--- config.mk ---
export PLATFORM = sky130hd
export DESIGN_NAME = rst_seq_flat
export DESIGN_NICKNAME = d
export VERILOG_FILES = /design/src/rtl/rst_seq_pkg.sv /design/src/rtl/rst_seq_if.sv /design/src/rtl/sync_2ff.sv /design/src/rtl/rst_seq.sv /design/src/flat_wrapper.sv
export SDC_FILE = /design/constraint.sdc
export NUM_CORES = 1
export LEC_CHECK = 0
export ABC_CLOCK_PERIOD_IN_PS = 1760
export CAP_MARGIN = 10
export CORE_AREA = 2 2 61 48
export DETAILED_ROUTE_END_ITERATION = 16
export DIE_AREA = 0 0 63 50
export PLACE_DENSITY = 0.75
export SYNTH_ARGS = -nofsm -noshare
export SYNTH_HDL_FRONTEND = slang
export SYNTH_SLANG_ARGS = --single-unit
--- constraint.sdc ---
create_clock -name clk -period 1.76 [get_ports clk]
set_input_delay 0.176 -clock clk [delete_from_list [all_inputs] [get_ports clk]]
set_output_delay 0.176 -clock clk [all_outputs]
set_load 0.01 [all_outputs]
--- src/rtl/rst_seq_pkg.sv ---
`default_nettype none
// +--------------------------------------------------------------------------+
// | Module      : rst_seq_pkg                                                |
// | Description : State codes, counter width and output decode for rst_seq.  |
// | Revision    : 1.0                                                        |
// +--------------------------------------------------------------------------+
package rst_seq_pkg;

    localparam int CNT_W   = 16;
    localparam int STATE_W = 3;

    typedef enum logic [STATE_W-1:0] {
        ST_WAIT_LOCK = 3'd0,
        ST_STABLE    = 3'd1,
        ST_MEM_REL   = 3'd2,
        ST_RUN       = 3'd3,
        ST_SW_HOLD   = 3'd4
    } seq_state_e;

    typedef struct packed {
        logic mem_rst_n;
        logic cpu_rst_n;
        logic cpu_clk_en;
    } rst_out_t;

    localparam rst_out_t c_out_hold = 3'b000;
    localparam rst_out_t c_out_mem  = 3'b100;
    localparam rst_out_t c_out_run  = 3'b111;

    function automatic rst_out_t decode_outputs(input seq_state_e state);
        rst_out_t out;
        case (state)
            ST_MEM_REL, ST_SW_HOLD: out = c_out_mem;
            ST_RUN:                 out = c_out_run;
            default:                out = c_out_hold;
        endcase
        return out;
    endfunction

endpackage
`default_nettype wire

--- src/rtl/rst_seq_if.sv ---
`default_nettype none
// +--------------------------------------------------------------------------+
// | Module      : rst_seq_if                                                 |
// | Description : Lock/request inputs and reset outputs of the sequencer.    |
// | Revision    : 1.0                                                        |
// +--------------------------------------------------------------------------+
interface rst_seq_if;
    import rst_seq_pkg::*;

    logic               pll_locked;
    logic               sw_rst_req;
    logic               mem_rst_n;
    logic               cpu_rst_n;
    logic               cpu_clk_en;
    logic [STATE_W-1:0] seq_state;

    modport master (
        input  pll_locked, sw_rst_req,
        output mem_rst_n, cpu_rst_n, cpu_clk_en, seq_state
    );

    modport slave (
        output pll_locked, sw_rst_req,
        input  mem_rst_n, cpu_rst_n, cpu_clk_en, seq_state
    );

endinterface
`default_nettype wire

--- src/rtl/sync_2ff.sv ---
`default_nettype none
// +--------------------------------------------------------------------------+
// | Module      : sync_2ff                                                   |
// | Description : 1-bit two-flop synchronizer, async active-low reset to 0.  |
// | Revision    : 1.0                                                        |
// +--------------------------------------------------------------------------+
module sync_2ff (
    input  logic clk,
    input  logic rst_n,
    input  logic d,
    output logic q
);

    logic r_meta;
    logic r_sync;

    always_ff @(posedge clk or negedge rst_n) begin
        if (!rst_n) begin
            r_meta <= 1'b0;
            r_sync <= 1'b0;
        end else begin
            r_meta <= d;
            r_sync <= r_meta;
        end
    end

    assign q = r_sync;

endmodule
`default_nettype wire

--- src/rtl/rst_seq.sv ---
`default_nettype none
// +--------------------------------------------------------------------------+
// | Module      : rst_seq                                                    |
// | Description : PLL-lock driven memory/CPU reset release sequencer.        |
// | Revision    : 1.0                                                        |
// +--------------------------------------------------------------------------+
module rst_seq
    import rst_seq_pkg::*;
#(
    parameter int LOCK_CYCLES   = 1024,
    parameter int MEM_CYCLES    = 16,
    parameter int SW_RST_CYCLES = 8
) (
    input  logic       clk,
    input  logic       rst_n,
    rst_seq_if.master  bus
);

    localparam logic [CNT_W-1:0] c_lock_last = CNT_W'(LOCK_CYCLES - 1);
    localparam logic [CNT_W-1:0] c_mem_last  = CNT_W'(MEM_CYCLES - 1);
    localparam logic [CNT_W-1:0] c_sw_last   = CNT_W'(SW_RST_CYCLES - 1);

    logic             w_lock_s;
    seq_state_e       r_state;
    seq_state_e       w_state_nxt;
    logic [CNT_W-1:0] r_cnt;
    logic [CNT_W-1:0] w_cnt_nxt;
    rst_out_t         r_out;
    rst_out_t         w_out_nxt;

    sync_2ff u_lock_sync (
        .clk   (clk),
        .rst_n (rst_n),
        .d     (bus.pll_locked),
        .q     (w_lock_s)
    );

    // Counter defaults to zero so every state change clears it on entry.
    always_comb begin
        w_state_nxt = r_state;
        w_cnt_nxt   = '0;
        if ((r_state != ST_WAIT_LOCK) && !w_lock_s) begin
            w_state_nxt = ST_WAIT_LOCK;
        end else begin
            case (r_state)
                ST_WAIT_LOCK: begin
                    if (w_lock_s) w_state_nxt = ST_STABLE;
                end
                ST_STABLE: begin
                    if (r_cnt == c_lock_last) w_state_nxt = ST_MEM_REL;
                    else                      w_cnt_nxt   = r_cnt + CNT_W'(1);
                end
                ST_MEM_REL: begin
                    if (r_cnt == c_mem_last) w_state_nxt = ST_RUN;
                    else                     w_cnt_nxt   = r_cnt + CNT_W'(1);
                end
                ST_RUN: begin
                    if (bus.sw_rst_req) w_state_nxt = ST_SW_HOLD;
                end
                ST_SW_HOLD: begin
                    if (r_cnt == c_sw_last) w_state_nxt = ST_RUN;
                    else                    w_cnt_nxt   = r_cnt + CNT_W'(1);
                end
                default: w_state_nxt = ST_WAIT_LOCK;
            endcase
        end
        w_out_nxt = decode_outputs(w_state_nxt);
    end

    // Outputs are decoded from the next state so they flip on the same edge.
    always_ff @(posedge clk or negedge rst_n) begin
        if (!rst_n) begin
            r_state <= ST_WAIT_LOCK;
            r_cnt   <= '0;
            r_out   <= c_out_hold;
        end else begin
            r_state <= w_state_nxt;
            r_cnt   <= w_cnt_nxt;
            r_out   <= w_out_nxt;
        end
    end

    assign bus.mem_rst_n  = r_out.mem_rst_n;
    assign bus.cpu_rst_n  = r_out.cpu_rst_n;
    assign bus.cpu_clk_en = r_out.cpu_clk_en;
    assign bus.seq_state  = r_state;

endmodule
`default_nettype wire

--- src/flat_wrapper.sv ---
// flat-port wrapper written by rule: the top's interface ports become plain ports
module rst_seq_flat import rst_seq_pkg::*;
#(
    parameter int LOCK_CYCLES   = 1024,
    parameter int MEM_CYCLES    = 16,
    parameter int SW_RST_CYCLES = 8
)
  (clk, rst_n, bus_pll_locked, bus_sw_rst_req, bus_mem_rst_n, bus_cpu_rst_n, bus_cpu_clk_en, bus_seq_state);
  rst_seq_if bus_i ();
  input  logic clk;
  input  logic rst_n;
  input wire logic [$bits(bus_i.pll_locked)-1:0] bus_pll_locked;
  input wire logic [$bits(bus_i.sw_rst_req)-1:0] bus_sw_rst_req;
  output wire logic [$bits(bus_i.mem_rst_n)-1:0] bus_mem_rst_n;
  output wire logic [$bits(bus_i.cpu_rst_n)-1:0] bus_cpu_rst_n;
  output wire logic [$bits(bus_i.cpu_clk_en)-1:0] bus_cpu_clk_en;
  output wire logic [$bits(bus_i.seq_state)-1:0] bus_seq_state;
  assign bus_i.pll_locked = bus_pll_locked;
  assign bus_i.sw_rst_req = bus_sw_rst_req;
  assign bus_mem_rst_n = bus_i.mem_rst_n;
  assign bus_cpu_rst_n = bus_i.cpu_rst_n;
  assign bus_cpu_clk_en = bus_i.cpu_clk_en;
  assign bus_seq_state = bus_i.seq_state;
  rst_seq #(.LOCK_CYCLES(LOCK_CYCLES), .MEM_CYCLES(MEM_CYCLES), .SW_RST_CYCLES(SW_RST_CYCLES)) u_core (.clk(clk), .rst_n(rst_n), .bus(bus_i));
endmodule
==> metrics.yaml, run 1 <==
worst_setup_path:
  cp.required_ns: 1.99
  start_kind: "register"
  worstPathMaxFanout: 4
  worstReg2RegEnd: "u_core.bus.seq_state[0]$_DFF_PN0_"
  arrival_ns: 2.01
  worstRegToRegCells: 5
  worst-r2r-setup-slack_ns: -0.03
  reg2reg_from: "u_core.r_cnt[1]$_DFF_PN0_"
  end_kind: "register"
  worstSetupPathType: "reg -> reg"
floorplanning:
  die-area_mm2: 0.00315
  die_h_um: 50
  start_util_pct: 48.1
  boundaryPins: 10
  fp-row-count: 16
  fp.dieW_um: 63
  fp.coreArea_mm2: 0.00254
timing:
  whs_ns: 0.183
  worst_slew_pin_slew_ns: 0.361
  setup_slack_ns: -0.0251
  clock_skew_ns: 0.00641
  tns_ns: -0.0251
  fmax_mhz: 560
  finalCritPeriodShare_pct: 101
  fin_crit_ns: 1.79
  slew_viol_final: 0
  setup_viol: 1
  hold_violations: 0
  rsz0062_at_grt: "yes"
  slew_headroom_pct: 75.9
synthesis:
  synthSimpleGateAreaFrac_pct: 22.7
  syn-cell-area_mm2: 0.00122
  synth_top_family_by_area: "simple AND/OR/NAND/NOR gates"
  ys_ff_latch: 23
  yosysUniqueCellTypes: 34
  synth_area_per_cell_um2: 10.2
  yosysWarnings: 0
  synth_compound_area_share_pct: 14.9
  syn_inst: 120
  seq_area_frac_synth_pct: 47.1
  synth.mux.area_fraction_pct: 0
  syn_nets: 125
  synthAdderAreaFrac_pct: 1.02
  synth-xor-area-share_pct: 10.0
global_routing:
  grt_max_degree: 24
  track_usage_pct: 17.8
  grt_pass1_wl_mm: 4.40
  grt_pass1_vias: 941
  grt-ovfl-total: 0
  antenna_found_initial: 0
power:
  swShare_pct: 23.6
  power_density_mw_per_mm2: 551
  pwr-share-seq_pct: 64.4
  peakVddDrop_v: 0.000650
  internal_power_w: 0.000641
  comb_power_share_pct: 5.6
  power_switching_w: 0.000198
  leakagePower_nw: 0.624
  clockPowerShare_pct: 30.0
outcome:
  status: "finished with violations"
  violations: "negative setup slack"
detailed_routing:
  ant_nets: 0
  wl_per_cell_um: 15.0
  drt_pass1_iterations: 4
  route.met2.wl_mm: 1.28
  viasPerCell: 5.70
  dr.first_iter.drc_count: 37
  wl_mm: 2.72
  route.detailed.drc: 0
  vias: 1031
  wl_met1_mm: 1.28
  highest_layer: "met4"
  met3_length_um: 145
layout:
  final_common_cell: "dfrtp_1"
  syn2layout_area_growth_pct: 24.8
  drive_gt1_share_pct: 24.1
  utilization_pct: 60.0
  final_cell_mix: "23 x dfrtp_1, 19 x buf_4, 14 x a21oi_1, 9 x xor2_1, 9 x clkdlybuf4s50_1"
  nets: 151
  n_antenna_cell: 0
  stdcell_count: 181
clock_network:
  root_buffer: "clkbuf_4"
  cts_sinks: 23
  tritoncts: "built"
  clk_path_buf_depth: 2
  cts.clk_slew.worst_paths_ns: 0.13
  numCtsBuffers: 3
  cts_htree_levels: 1
  cts_hold_buffers: 0
  clock_latency_ns: 0.32
flow_run:
  drv_cap: 0
min_path:
  hold_path_class: "in -> async"
placement:
  dp.cells: 171
  io_buffers: 9
  finalWeightedCongestion: 0.926
  dpl.hpwl_mm: 1.84
layout make-up:
class | instances | area, um2
fillers | 206 | 1020
repair buffers | 30 | 249
inverters | 1 | 3.75
multi-input cells | 87 | 622
flip-flops and latches | 23 | 576
clock inverters | 1 | 7.51
well taps | 36 | 45.0
clock buffers | 3 | 22.5
per-stage QoR:
stage	power (W)	setup slack [ns]	area, um2
6_report	0.000840	-0.0251	1530
5_1_grt	0.000882	-0.0887	1530
4_1_cts	0.000841	0.000453	1480
3_5_place_dp	0.000589	0.00141	1420
3_3_place_gp	0.000587	0.0505	1420
2_1_floorplan	0.000561	0.0924	1220
worst max-delay path by stage:
| stage | startpoint | endpoint | slack [ns] | cells past startpoint |
|---|---|---|---|---|
| detailed placement | u_core.r_cnt[0]$_DFF_PN0_ | u_core.bus.seq_state[0]$_DFF_PN0_ | 0.001 | 5 |
| CTS | u_core.r_cnt[0]$_DFF_PN0_ | u_core.bus.seq_state[0]$_DFF_PN0_ | 0.0005 | 5 |
| global placement | u_core.r_cnt[10]$_DFF_PN0_ | u_core.bus.seq_state[0]$_DFF_PN0_ | 0.05 | 4 |
| finish | u_core.r_cnt[1]$_DFF_PN0_ | u_core.bus.seq_state[0]$_DFF_PN0_ | -0.03 | 5 |
| floorplan | u_core.r_cnt[0]$_DFF_PN0_ | u_core.r_cnt[10]$_DFF_PN0_ | 0.09 | 6 |
| global route | u_core.r_cnt[1]$_DFF_PN0_ | u_core.bus.seq_state[0]$_DFF_PN0_ | -0.09 | 5 |
state kept, by name, indices dropped and copies added, names as in the netlist:
name,flops
u_core.bus.seq_state,3
u_core.u_lock_sync.r_meta,1
u_core.bus.mem_rst_n,1
u_core.r_cnt,16
u_core.bus.cpu_clk_en,1
u_core.u_lock_sync.q,1
kinds of logic (layout without fill, tap and decap cells):
logic type | after synthesis | after routing
AO/OA/AOI/OAI | 28 | 28
XOR/XNOR | 14 | 14
adder cells (fa/ha/maj) | 1 | 1
buffers and inverters | 10 | 35
flip-flops | 23 | 23
AND/OR/NAND/NOR | 44 | 44
cells in the mapped netlist (all sizes together):
| cell type | instances | area share [%] |
|---|---|---|
| o31a | 1 | 0.72 |
| nor4bb | 1 | 0.82 |
| o32a | 1 | 0.82 |
| xor2 | 9 | 6.4 |
| nand2 | 6 | 1.8 |
| clkbuf | 2 | 0.61 |
| nor2b | 1 | 0.51 |
| nor2 | 5 | 1.5 |
| inv | 1 | 0.31 |
| nor3b | 3 | 1.8 |
| nor3 | 2 | 0.82 |
| nor4 | 2 | 2.3 |
| dfrtp | 23 | 47 |
| nand3 | 8 | 3.3 |
| and4 | 3 | 2.1 |
| xnor2 | 5 | 3.6 |
| a221oi | 1 | 1.2 |
| a41o | 1 | 0.82 |
| a21boi | 2 | 1.2 |
| or4 | 3 | 1.8 |
| o21ai | 2 | 0.82 |
| nand4 | 6 | 3.1 |
| and4bb | 1 | 1.0 |
| o31ai | 2 | 1.2 |
| a21oi | 15 | 6.1 |
| a22o | 1 | 0.72 |
| nor4b | 1 | 0.72 |
| ha | 1 | 1.0 |
| a22oi | 2 | 1.2 |
| buf | 7 | 3.3 |
| and3 | 2 | 1.0 |
per-layer routing:
layer	GRT usage, %	up-vias
li1	-	498
met1	25.2	492
met2	28.2	39
met5	0	-
met3	4.79	2
met4	2.22	0
what timing repair did:
item	CTS	global route
pin swaps	1	2
resized for setup	1	8
buffers inserted	3	2
endpoints found under the setup margin	5	18
gates cloned	0	1
critical path, stage by stage (launching register included):
cell and delay, ns:
dfrtp_1 0.40, ha_2 0.20, and4bb_2 0.24, nand4_1 0.17
or4_4 0.45, a221oi_2 0.24
power by group through the flow:
| stage | combinational (W) | sequential (W) | clock, W |
|---|---|---|---|
| 2_1_floorplan | 0.0000134 | 0.000548 | 0 |
| 3_3_place_gp | 0.0000365 | 0.000550 | 0 |
| 3_5_place_dp | 0.0000379 | 0.000551 | 0 |
| 4_1_cts | 0.0000427 | 0.000541 | 0.000258 |
| 5_1_grt | 0.0000523 | 0.000542 | 0.000288 |
| 6_report | 0.0000467 | 0.000541 | 0.000252 |
Power figures use the tool's default switching activity.
==> run 2, diff against run 1 <==
- CELL_PAD_IN_SITES_DETAIL_PLACEMENT: unset -> 0
- CELL_PAD_IN_SITES_GLOBAL_PLACEMENT: unset -> 2
- CORE_AREA: 2 2 61 48 -> 2 2 74 58
- DIE_AREA: 0 0 63 50 -> 0 0 76 60
- PLACE_DENSITY: 0.75 -> 0.76
==> metrics.yaml, run 2 (synthesis gave the netlist of run 1 again) <==
outcome:
  status: "complete, no violations"  # was finished with violations
detailed_routing:
  drt_pass1_iterations: 4  # unchanged
  viasPerCell: 4.97  # was 5.70
  vias: 994  # was 1,031
  route.detailed.drc: 0  # unchanged
  dr.first_iter.drc_count: 30  # was 37
  ant_nets: 0  # unchanged
  wl_mm: 2.82  # was 2.72 mm
  wl_per_cell_um: 14.1  # was 15.0 um
global_routing:
  grt_max_degree: 24  # unchanged
  gr-max-usage-layer: "met2"  # unchanged
  grt_pass1_vias: 949  # was 941
  grt_use_met2_pct: 20.2  # was 28.2%
  use_met3_pct: 3.63  # was 4.79%
  grt-ovfl-total: 0  # unchanged
  track_usage_pct: 13.3  # was 17.8%
  grt_pass1_wl_mm: 4.72  # was 4.40 mm
  met1_usage_pct: 18.9  # was 25.2%
  antenna_found_initial: 0  # unchanged
placement:
  io_buffers: 9  # unchanged
  dpl.hpwl_mm: 1.99  # was 1.84 mm
  dpl-instance-area_mm2: 0.00148  # was 0.00142 mm2
  finalWeightedCongestion: 0.823  # was 0.926
  dp.cells: 193  # was 171
floorplanning:
  start_util_pct: 31.5  # was 48.1%
  fp.coreArea_mm2: 0.00388  # was 0.00254 mm2
  die_h_um: 60  # was 50 um
  fp-row-count: 20  # was 16
  die-area_mm2: 0.00456  # was 0.00315 mm2
  boundaryPins: 10  # unchanged
  fp.dieW_um: 76  # was 63 um
layout:
  n_antenna_cell: 0  # unchanged
  final_common_cell: "dfrtp_1"  # unchanged
  regMostFlops: "u_core.r_cnt"  # unchanged
  fillCellCount: 384  # was 206
  largest_reg_flops: 16  # unchanged
  drive_gt1_share_pct: 22.8  # was 24.1%
  nets: 151  # unchanged
  syn2layout_area_growth_pct: 30.6  # was 24.8%
  seqCellArea_um2: 576  # unchanged
  stdcell_area_mm2: 0.00160  # was 0.00153 mm2
  final_cell_mix: "23 x dfrtp_1, 19 x buf_4, 15 x a21oi_1, 9 x xor2_1, 9 x clkdlybuf4s50_1"  # was 23 x dfrtp_1, 19 x buf_4, 14 x a21oi_1, 9 x xor2_1, 9 x clkdlybuf4s50_1
  multi_input_area_um2: 622  # unchanged
  stdcell_count: 200  # was 181
clock_network:
  numCtsBuffers: 3  # unchanged
  cts_sinks: 23  # unchanged
  cts_htree_levels: 1  # unchanged
  clk_path_buf_depth: 2  # unchanged
  root_buffer: "clkbuf_8"  # was clkbuf_4
  tritoncts: "built"  # unchanged
  clock_latency_ns: 0.27  # was 0.32 ns
  cts.clk_slew.worst_paths_ns: 0.08  # was 0.13 ns
timing:
  slew_headroom_pct: 78.6  # was 75.9%
  rsz0062_at_grt: "yes"  # unchanged
  finalCritPeriodShare_pct: 98.9  # was 101%
  clock_skew_ns: 0.00400  # was 0.00641 ns
  whs_ns: 0.251  # was 0.183 ns
  fin_crit_ns: 1.74  # was 1.79 ns
  slew_viol_final: 0  # unchanged
  hold_violations: 0  # unchanged
  setup_viol: 0  # was 1
  worst_slew_pin_slew_ns: 0.321  # was 0.361 ns
  fmax_mhz: 574  # was 560 MHz
worst_setup_path:
  start_kind: "register"  # unchanged
  end_kind: "register"  # unchanged
  worstSetupPathType: "reg -> reg"  # unchanged
  cp.required_ns: 1.94  # was 1.99 ns
  worstPathMaxFanout: 4  # unchanged
  arrival_ns: 1.92  # was 2.01 ns
power:
  leakagePower_nw: 0.644  # was 0.624 nW
  peakVddDrop_v: 0.000485  # was 0.000650 V
  power_density_mw_per_mm2: 582  # was 551 mW/mm2
min_path:
  hold_path_class: "in -> async"  # unchanged
flow_run:
  drv_cap: 0  # unchanged
==> run 2: cell types whose count changed in the layout (fill, tap and decap cells not counted), sizes merged <==
| cell | delta |
|---|---|
| clkbuf | +1 |
| buf | -1 |
==> run 2: path summary, 6_finish.rpt <==
check	startpoint	to	cells past startpoint	slack [ns]
min	rst_n	u_core.r_cnt[10]$_DFF_PN0_	2	0.25
min in group clk	bus_pll_locked	u_core.u_lock_sync.r_meta$_DFF_PN0_	1	0.34
max in group asynchronous	rst_n	u_core.bus.seq_state[2]$_DFF_PN0_	2	1.28
max	u_core.r_cnt[4]$_DFF_PN0_	u_core.bus.seq_state[0]$_DFF_PN0_	5	0.02
min reg2reg	u_core.u_lock_sync.r_meta$_DFF_PN0_	u_core.u_lock_sync.q$_DFF_PN0_	0	0.36
max reg2reg	u_core.r_cnt[4]$_DFF_PN0_	u_core.bus.seq_state[0]$_DFF_PN0_	5	0.02
==> run 2: final cells by class <==
type                       instances  share of cell area (%)
clock buffer                       3                    2.59
clock inverter                     1                   0.470
inverter                           1                   0.235
multi-input combinational         87                    38.9
sequential                        23                    36.1
tap                               55                    4.31
timing repair buffer              30                    17.4
==> run 2: power by group <==
part	switching, W	internal, W
clock network	0.000175	0.000160
logic	0.0000261	0.0000263
registers	0.00000795	0.000533
total	0.000209	0.000720
==> run 2: worst max-delay path: stages (launching register included) <==
cell      delay [ns]
dfrtp_1         0.39
nor4_2          0.27
buf_4           0.14
nand4_1         0.16
or4_1           0.45
a221oi_2        0.23
==> run 2: metal layers <==
layer / vias up / wire (um)
met4: 0 / 29
li1: 497 / -
met3: 4 / 87
met5: - / 0
met1: 478 / 1440
met2: 15 / 1270
==> run 2: per-stage QoR <==
step           setup slack [ns]  TNS, ns  total power, W  utilization [%]
6_report                 0.0189        0        0.000929             41.2
2_1_floorplan            0.0924        0        0.000561                -
3_5_place_dp             0.0143        0        0.000593             38.2
5_1_grt                  -0.121   -0.133        0.000970             41.2
3_3_place_gp             0.0501        0        0.000592             38.2
4_1_cts                 0.00662        0        0.000937             39.6
==> run 2: repair_timing <==
| action | in CTS | in global routing |
|---|---|---|
| setup buffers | 1 | 1 |
| setup endpoints to repair | 1 | 13 |
| hold buffers | 0 | 0 |
| pin swaps | 0 | 3 |
| resized for setup | 0 | 6 |
| gates cloned | 0 | 1 |
==> run 3, diff against run 2 <==
- ABC_AREA: unset -> 1
- CORE_AREA: 2 2 74 58 -> 2 2 77 61
- DIE_AREA: 0 0 76 60 -> 0 0 79 63
==> metrics.yaml, run 3 <==
outcome:
  status: "complete, no violations"  # unchanged
layout:
  fillCellCount: 458  # was 384
  final_common_cell: "nor2_1"  # was dfrtp_1
  final_cell_mix: "30 x nor2_1, 23 x inv_1, 23 x nand2_1, 22 x dfrtp_1, 10 x nand3_1"  # was 23 x dfrtp_1, 19 x buf_4, 15 x a21oi_1, 9 x xor2_1, 9 x clkdlybuf4s50_1
  seqCellArea_um2: 577  # was 576 um2
  regMostFlops: "u_core.r_cnt"  # unchanged
  stdcell_count: 226  # was 200
  multi_input_area_um2: 569  # was 622 um2
  drive_gt1_share_pct: 15.4  # was 22.8%
  largest_reg_flops: 16  # unchanged
  n_antenna_cell: 0  # unchanged
  syn2layout_area_growth_pct: 18.1  # was 30.6%
  nets: 175  # was 151
min_path:
  hold_path_class: "in -> async"  # unchanged
global_routing:
  grt_max_degree: 24  # unchanged
  grt_pass1_wl_mm: 4.40  # was 4.72 mm
  grt_pass1_vias: 961  # was 949
  antenna_found_initial: 0  # unchanged
  track_usage_pct: 11.2  # was 13.3%
  grt-ovfl-total: 0  # unchanged
placement:
  finalWeightedCongestion: 0.765  # was 0.823
  dp.cells: 222  # was 193
  io_buffers: 9  # unchanged
  dpl.hpwl_mm: 1.94  # was 1.99 mm
synthesis:
  seq_area_frac_synth_pct: 45.9  # was 47.1%
  syn_nets: 158  # was 125
  synth_area_per_cell_um2: 8.19  # was 10.2 um2
  syn_inst: 153  # was 120
  synthFlopType: "dfrtp_1"  # unchanged
  ys_async_sr_fraction_pct: 100  # unchanged
  synth_edf_count: 0  # unchanged
  yosysWarnings: 0  # unchanged
  synthTopCellsByArea: "dfrtp_1 46%, nor2_1 9.0%, inv_1 6.9%"  # was dfrtp_1 47%, xor2_1 6.4%, a21oi_1 6.1%
  yosysMostFrequentCell: "nor2_1"  # was dfrtp_1
  synth_top_area_share_pct: 45.9  # was 47.1%
  yosys.area.top_type: "dfrtp_1"  # unchanged
  ys_ff_latch: 23  # unchanged
  synth_common_cells: "30 x nor2_1, 23 x dfrtp_1, 23 x inv_1, 23 x nand2_1, 10 x nand3_1"  # was 23 x dfrtp_1, 15 x a21oi_1, 9 x xor2_1
  syn-cell-area_mm2: 0.00125  # was 0.00122 mm2
  yosysUniqueCellTypes: 25  # was 34
power:
  internal_power_w: 0.000839  # was 0.000720 W
  leakagePower_nw: 0.707  # was 0.644 nW
  swShare_pct: 31.6  # was 22.5%
  comb_power_share_pct: 24.8  # was 5.6%
  power_switching_w: 0.000387  # was 0.000209 W
  clockPowerShare_pct: 26.7  # was 36.1%
  power_density_mw_per_mm2: 828  # was 582 mW/mm2
  peakVddDrop_v: 0.000290  # was 0.000485 V
  pwr-share-seq_pct: 48.5  # was 58.2%
timing:
  fmax_mhz: 625  # was 574 MHz
  finalCritPeriodShare_pct: 91.0  # was 98.9%
  slew_headroom_pct: 80.3  # was 78.6%
  fin_crit_ns: 1.60  # was 1.74 ns
  worst_slew_pin_slew_ns: 0.296  # was 0.321 ns
  tns_ns: 0  # unchanged
  rsz0062_at_grt: "no"  # was yes
  clock_skew_ns: 0.000484  # was 0.00400 ns
  setup_viol: 0  # unchanged
  slew_viol_final: 0  # unchanged
  hold_violations: 0  # unchanged
worst_setup_path:
  worst-r2r-setup-slack_ns: 0.16  # was 0.02 ns
  worstRegToRegCells: 9  # was 5
  reg2reg_from: "u_core.r_cnt[0]$_DFF_PN0_"  # was u_core.r_cnt[4]$_DFF_PN0_
  arrival_ns: 1.75  # was 1.92 ns
  worstPathMaxFanout: 8  # was 4
  worstSetupPathType: "reg -> reg"  # unchanged
  worstReg2RegEnd: "u_core.r_cnt[3]$_DFF_PN0_"  # was u_core.bus.seq_state[0]$_DFF_PN0_
  start_kind: "register"  # unchanged
  end_kind: "register"  # unchanged
  cp.required_ns: 1.91  # was 1.94 ns
clock_network:
  numCtsBuffers: 3  # unchanged
  cts_htree_levels: 1  # unchanged
  root_buffer: "clkbuf_8"  # unchanged
  cts.clk_slew.worst_paths_ns: 0.08  # about the same
  clock_latency_ns: 0.26  # was 0.27 ns
  clk_path_buf_depth: 2  # unchanged
  cts_sinks: 23  # unchanged
  tritoncts: "built"  # unchanged
detailed_routing:
  drt_pass1_iterations: 4  # unchanged
  viasPerCell: 4.33  # was 4.97
  route.detailed.drc: 0  # unchanged
  vias: 978  # was 994
  wl_per_cell_um: 10.9  # was 14.1 um
  dr.first_iter.drc_count: 68  # was 30
  wl_mm: 2.47  # was 2.82 mm
  ant_nets: 0  # unchanged
floorplanning:
  fp.dieW_um: 79  # was 76 um
  fp-row-count: 21  # was 20
  die-area_mm2: 0.00498  # was 0.00456 mm2
  fp.coreArea_mm2: 0.00426  # was 0.00388 mm2
  boundaryPins: 10  # unchanged
  die_h_um: 63  # was 60 um
  start_util_pct: 29.5  # was 31.5%
flow_run:
  drv_cap: 0  # unchanged
-- run 3: changes by cell type after synthesis, moves of 5 or more --
cell	change
nand2_2	+5
inv_1	+22
a21oi_1	-14
buf_2	-5
nor2_1	+25
nand2_1	+17
-- run 3: power by group through the flow --
stage / Sequential, W / Clock [W] / Combinational, W
final: 0.000595 / 0.000327 / 0.000304
after global routing: 0.000598 / 0.000369 / 0.000351
after CTS: 0.000593 / 0.000345 / 0.000310
after detailed placement: 0.000604 / 0 / 0.000307
after global placement: 0.000600 / 0 / 0.000310
after floorplan: 0.000603 / 0 / 0.000201
-- run 3: how the worst max path moves through the flow --
stage                                 startpoint                         end  slack, ns  depth (start not counted)
2_1_floorplan          u_core.r_cnt[0]$_DFF_PN0_  u_core.r_cnt[11]$_DFF_PN0_       0.30                          9
3_3_place_gp           u_core.r_cnt[0]$_DFF_PN0_   u_core.r_cnt[3]$_DFF_PN0_       0.18                          9
3_5_place_dp           u_core.r_cnt[0]$_DFF_PN0_   u_core.r_cnt[3]$_DFF_PN0_       0.15                          9
4_1_cts                u_core.r_cnt[0]$_DFF_PN0_   u_core.r_cnt[3]$_DFF_PN0_       0.14                          9
5_1_grt        u_core.bus.seq_state[0]$_DFF_PN0_   u_core.r_cnt[3]$_DFF_PN0_       0.01                         10
6_report               u_core.r_cnt[0]$_DFF_PN0_   u_core.r_cnt[3]$_DFF_PN0_       0.16                          9
-- run 3: layout make-up --
class                   count  share of cell area, %
flip-flops and latches     23                   39.0
well taps                  57                   4.82
inverters                  24                   6.09
multi-input cells         104                   38.5
repair buffers             14                   8.62
clock buffers               4                   3.04
-- run 3: stage by stage --
stage / hold WS [ns] / total power (W) / cell area, um2 / utilization [%] / worst slack (ns)
CTS: 0.274 / 0.00125 / 1480 / 34.7 / 0.142
global placement: 0.335 / 0.000910 / 1430 / 33.7 / 0.176
floorplan: -0.120 / 0.000804 / 1250 / - / 0.297
global route: 0.308 / 0.00132 / 1480 / 34.8 / 0.0133
detailed placement: 0.339 / 0.000912 / 1430 / 33.7 / 0.154
finish: 0.264 / 0.00123 / 1480 / 34.8 / 0.159
-- run 3: what timing repair did --
item / CTS / global route
gates resized for setup: 0 / 1
hold buffers: 0 / 0
setup buffers: 0 / 0
endpoints found under the setup margin: 0 / 2
-- run 3: kinds of logic after synthesis --
| logic type | count (synthesis) | synth area share [%] |
|---|---|---|
| fa+ha+maj | 1 | 0.998 |
| compound gates | 7 | 3.09 |
| simple gates | 86 | 34.3 |
| flops | 23 | 45.9 |
| xor+xnor | 10 | 6.99 |
| buf+inv | 26 | 8.68 |
-- run 3: layer usage --
layer | up-vias | part of all wire (%) | global-route usage, %
met3 | 2 | 3.1 | 2.60
met2 | 15 | 42 | 16.3
met1 | 461 | 54 | 16.7
met5 | - | 0 | 0
li1 | 500 | - | -
met4 | 0 | 0.61 | 2.59
-- run 3: critical path: stages, from the launching register on --
cell     delay (ns)
dfrtp_1        0.39
ha_1           0.26
nand3_4        0.13
nor2_1         0.17
nand2_1        0.07
nand2_1        0.08
nand3_2        0.10
nand2_2        0.09
buf_4          0.15
nor3_1         0.05
